<file path="src/rtl/imem_loader.sv">
// Byte-stream loader for the CPU instruction/data memory: a 16-bit word-count header followed by
// MSB-first 32-bit words, one memory write per word, with the CPU held off until the image is in.
module imem_loader #(
    parameter int ADDR_WIDTH    = 10,
    parameter bit HOLD_ON_RESET = 1'b1
) (
    input  logic                  clk,
    input  logic                  reset,
    input  logic                  start,
    input  logic [7:0]            rx_data,
    input  logic                  rx_valid,
    output logic                  rx_ready,
    output logic                  mem_we,
    output logic [ADDR_WIDTH-1:0] mem_addr,
    output logic [31:0]           mem_wdata,
    output logic                  cpu_hold,
    output logic                  busy,
    output logic                  done,
    output logic                  error
);

    // 17 bits so that a full 16-bit address space (65536 words) is still representable
    localparam logic [16:0] DEPTH = 17'd1 << ADDR_WIDTH;

    typedef enum logic [2:0] {
        S_IDLE,
        S_HDR_HI,
        S_HDR_LO,
        S_DATA,
        S_WRITE,
        S_DONE,
        S_ERR
    } state_t;

    state_t      state_reg;
    logic [15:0] count_reg;
    logic [15:0] word_idx_reg;
    logic [1:0]  byte_idx_reg;
    logic [23:0] asm_reg;

    logic        rx_fire;
    logic [15:0] hdr_count;

    assign rx_fire   = rx_valid & rx_ready;
    assign hdr_count = {count_reg[15:8], rx_data};

    always_ff @(posedge clk) begin
        if (reset) begin
            state_reg    <= S_IDLE;
            count_reg    <= '0;
            word_idx_reg <= '0;
            byte_idx_reg <= '0;
            asm_reg      <= '0;
            rx_ready     <= 1'b0;
            mem_we       <= 1'b0;
            mem_addr     <= '0;
            mem_wdata    <= '0;
            cpu_hold     <= HOLD_ON_RESET;
            busy         <= 1'b0;
            done         <= 1'b0;
            error        <= 1'b0;
        end else begin
            mem_we <= 1'b0;
            case (state_reg)
                S_IDLE, S_DONE, S_ERR: begin
                    if (start) begin
                        state_reg <= S_HDR_HI;
                        rx_ready  <= 1'b1;
                        busy      <= 1'b1;
                        cpu_hold  <= 1'b1;
                        done      <= 1'b0;
                        error     <= 1'b0;
                    end
                end
                S_HDR_HI: begin
                    if (rx_fire) begin
                        count_reg[15:8] <= rx_data;
                        state_reg       <= S_HDR_LO;
                    end
                end
                S_HDR_LO: begin
                    if (rx_fire) begin
                        count_reg <= hdr_count;
                        if (hdr_count == 16'd0) begin
                            state_reg <= S_DONE;
                            rx_ready  <= 1'b0;
                            busy      <= 1'b0;
                            done      <= 1'b1;
                            cpu_hold  <= 1'b0;
                        end else if ({1'b0, hdr_count} > DEPTH) begin
                            state_reg <= S_ERR;
                            rx_ready  <= 1'b0;
                            busy      <= 1'b0;
                            error     <= 1'b1;
                            cpu_hold  <= 1'b1;
                        end else begin
                            state_reg    <= S_DATA;
                            word_idx_reg <= '0;
                            byte_idx_reg <= '0;
                        end
                    end
                end
                S_DATA: begin
                    if (rx_fire) begin
                        asm_reg      <= {asm_reg[15:0], rx_data};
                        byte_idx_reg <= byte_idx_reg + 2'd1;
                        if (byte_idx_reg == 2'd3) begin
                            // the top three bytes already sit in the assembler; the 4th comes straight in
                            state_reg <= S_WRITE;
                            rx_ready  <= 1'b0;
                            mem_we    <= 1'b1;
                            mem_addr  <= word_idx_reg[ADDR_WIDTH-1:0];
                            mem_wdata <= {asm_reg, rx_data};
                        end
                    end
                end
                S_WRITE: begin
                    if (word_idx_reg == count_reg - 16'd1) begin
                        state_reg <= S_DONE;
                        busy      <= 1'b0;
                        done      <= 1'b1;
                        cpu_hold  <= 1'b0;
                    end else begin
                        state_reg    <= S_DATA;
                        word_idx_reg <= word_idx_reg + 16'd1;
                        rx_ready     <= 1'b1;
                    end
                end
                default: begin
                    state_reg <= S_IDLE;
                    rx_ready  <= 1'b0;
                    busy      <= 1'b0;
                end
            endcase
        end
    end

endmodule

</file>
<file path="config.mk">
export PLATFORM = sky130hd
export DESIGN_NAME = imem_loader
export DESIGN_NICKNAME = d
export VERILOG_FILES = /design/src/rtl/imem_loader.sv
export SDC_FILE = /design/constraint.sdc
export NUM_CORES = 1
export LEC_CHECK = 0
export ABC_CLOCK_PERIOD_IN_PS = 10140
export BUFFER_PORTS_ARGS = -buffer_cell sky130_fd_sc_hd__clkbuf_2
export CAP_MARGIN = 15
export CELL_PAD_IN_SITES_DETAIL_PLACEMENT = 1
export CELL_PAD_IN_SITES_GLOBAL_PLACEMENT = 1
export CORE_ASPECT_RATIO = 0.7
export CORE_MARGIN = 4
export CORE_UTILIZATION = 46
export CTS_CLUSTER_DIAMETER = 80
export CTS_CLUSTER_SIZE = 10
export DETAILED_ROUTE_END_ITERATION = 6
export PLACE_DENSITY = 0.83
export SYNTH_ARGS = -nofsm -noshare
export SYNTH_HDL_FRONTEND = slang
export SYNTH_SLANG_ARGS = --single-unit
</file>
<file path="constraint.sdc">
create_clock -name clk -period 10.14 [get_ports clk]
set_input_delay 2.028 -clock clk [delete_from_list [all_inputs] [get_ports clk]]
set_output_delay 2.028 -clock clk [all_outputs]
set_load 0.01 [all_outputs]
</file>
==> metrics <==
final setup fails 0; Synth cell types 60; worst reg2reg endpoint word_idx_reg[4]; Leakage 1.96 nW; crit-path max cell delay 0.53 ns; Combinational Power Share 13.7%; worst-skew pair later-pin latency 0.35 ns; first-pass GRT wire length 24100 µm; total gr overflow 0; worst-margin pin slew 0.981 ns; clock skew 0.00778 ns; TritonCTS clock tree yes; Clock Pin Slew Worst Setup and Hold Paths 0.07 ns; DR DRC count 0; final worst slack 5.79 ns; Hold Buf Count CTS 0; Final Core Density 53.4%; hpwl dp 10600 µm; top cell type's share of synthesized area 44.1%; DIE HEIGHT 94.8 µm; io pins 60; synth top area cells dfxtp_1, nand2_1, a21oi_1; period utilisation layout 42.9%; mapped cell area 0.00495 mm²; post-synthesis async set-or-reset flop share 0%; CP required 10.43 ns; Clock Path Buffers 2; layout cells sized above 1 13.3%; CTS Sinks 109; register bit total from synthesis 109; drt total wl 14600 µm; crit-path max FO 6; CP Capture Point word_idx_reg[15]; final hold vios 0; crit path DAT 4.64 ns; Post-CTS Setup Inserts 0; Die X 132 µm; achievable clock frequency 230 MHz; Starting Density 47.5%; vias in the first global route 4707; switching power 0.266 mW; DR pass1 iterations 5; via count 4686; # placed instances 801; Clock Tree Root clkbuf_16; PD cells 167 mW/mm²; total power 0.931 mW; ANT cells 0; hold_sp mem_wdata[15]; initial antenna violation count 0; reg2reg start count_reg[8]; port bufs 59; Crit-path slowest cell nor4bb_1; Worst Setup Path Type input pin to flip-flop; Critical Path Start rx_data[0]; # H-tree levels 3; Final Critical Period 4.35 ns; Synth Instances 647; max-cap viol count 0; Reg2Reg Depth 8; Syn Area/Cell 7.65 µm²; DR vias/cell 5.74; pre-CTS WS 5.54 ns; Switching Share 28.6%; core area 0.0104 mm²; # fillers 1333; cell depth of the worst setup path 9; CTS buffer count 9; YS warnings 0; setup_tns 0 ns; Critical path buffers and inverters 1; Slew headroom 34.4%; Syn Nets 662; post-cts sizing count 0; Post-DRT Antenna Nets 0; Clk pwr share 36.8%; sequential fraction of the synthesis area 44.1%; CP delay by family, top simple AND/OR/NAND/NOR gates; first-iteration detailed-routing DRC count 288; Int Pwr 0.665 mW; Final GP Congestion 0.928; reg2reg setup slack 6.40 ns; drt wl/cell 17.9 µm; largest area contributor in the synthesized netlist dfxtp_1; Total GRT Usage 23.7%; largest net degree at the start of global routing 99; result of the run complete, no violations; register share of total power 49.5%; max FFs per register 32; startpoint types input pin; Critical Path End Type flip-flop; die area 0.0125 mm²; Cell Chain, Critical Path clkbuf_2 -> nor4_1 -> nand4_1 -> a21oi_1 -> nor3_1 -> nor4bb_1 -> o2111ai_1 -> a211o_1 -> nand2_1; Post-Layout Cell Count 817; final slew viol count 0; maximum VDD drop 0.000110 V; predominant post-synthesis flop cell dfxtp_1; Final #Nets 695; num rows 31; Post-synth EDFFs 0; Tightest Hold Check Type flip-flop to flip-flop; area grow syn2layout 12.4%; unrepaired setup endpoints after global routing false
metal layers:
metal  share of wire (%)  GRT usage (%)
met5                   0              0
met2                  44           37.2
met4                0.85           5.51
met3                 5.4           3.99
met1                  50           34.3
power groups by stage:
stage | logic, mW | clock network (mW) | registers (mW)
after floorplan | 0.0939 | 0 | 0.462
after global placement | 0.121 | 0 | 0.469
after detailed placement | 0.126 | 0 | 0.470
after CTS | 0.126 | 0.348 | 0.460
after global routing | 0.142 | 0.365 | 0.463
final | 0.127 | 0.343 | 0.461
kinds of logic after synthesis:
family | after synthesis | synth area share [%]
buf+inv | 53 | 4.37
fa+ha+maj | 3 | 0.758
xor+xnor | 18 | 3.18
flops | 109 | 44.1
simple gates | 298 | 26.9
mux | 12 | 2.45
compound gates | 154 | 18.2
area by class of cell:
type                    count  area, µm²  area share [%]
flip-flops and latches    109       2180            39.2
clock buffers              11        243            4.36
clock inverters             5       41.3           0.742
multi-input cells         485       2560            45.9
inverters                  10       37.5           0.674
well taps                 132        165            2.97
repair buffers             65        340            6.11
tightest hold or removal path: stages (launching register included):
cell	delay, ns
dfxtp_1	0.31
nand2_1	0.05
a21oi_1	0.05
cell usage in the layout, fill, tap and decap left out, types with 8 or more instances in the layout:
| cell | netlist | layout |
|---|---|---|
| a21oi_1 | 98 | 98 |
| clkbuf_16 | 0 | 9 |
| clkbuf_2 | 0 | 58 |
| dfxtp_1 | 109 | 109 |
| inv_1 | 10 | 10 |
| mux2i_1 | 11 | 11 |
| nand2_1 | 174 | 174 |
| nand3_1 | 20 | 20 |
| nand4_1 | 8 | 8 |
| nor2_1 | 37 | 37 |
| nor3_1 | 18 | 17 |
| o21ai_0 | 16 | 16 |
| or3_1 | 11 | 11 |
| xnor2_1 | 14 | 14 |
Yosys cell counts (2+ instances only):
master       n
nand2_1    174
dfxtp_1    109
a21oi_1     98
clkbuf_1    39
nor2_1      37
nand3_1     20
nor3_1      18
o21ai_0     16
xnor2_1     14
mux2i_1     11
or3_1       11
inv_1       10
nand4_1      8
a31oi_1      4
nand2b_1     4
nor4_1       4
o21a_1       4
xor2_1       4
a211oi_1     3
ha_1         3
nand3b_1     3
o211ai_1     3
or4_1        3
a211o_1      2
a21o_1       2
a221o_1      2
and3_1       2
buf_2        2
buf_6        2
nor4bb_1     2
o2111ai_1    2
o221a_2      2
o32ai_1      2
how the worst min path moves through the flow:
stage               endpoint  slack, ns  cells after the start
3_3_place_gp    mem_wdata[0]       0.44                      2
2_1_floorplan  mem_wdata[24]       0.43                      2
6_report       mem_wdata[15]       0.45                      2
4_1_cts        mem_wdata[19]       0.46                      2
5_1_grt        mem_wdata[19]       0.47                      2
3_5_place_dp   mem_wdata[19]       0.45                      2
through the flow:
| step | hold slack (ns) | area, µm² |
|---|---|---|
| 4_1_cts | 0.457 | 5570 |
| 2_1_floorplan | 0.432 | 4950 |
| 3_3_place_gp | 0.442 | 5280 |
| 6_report | 0.455 | 5570 |
| 5_1_grt | 0.472 | 5570 |
| 3_5_place_dp | 0.447 | 5280 |
(Power assumes the default switching activity.)
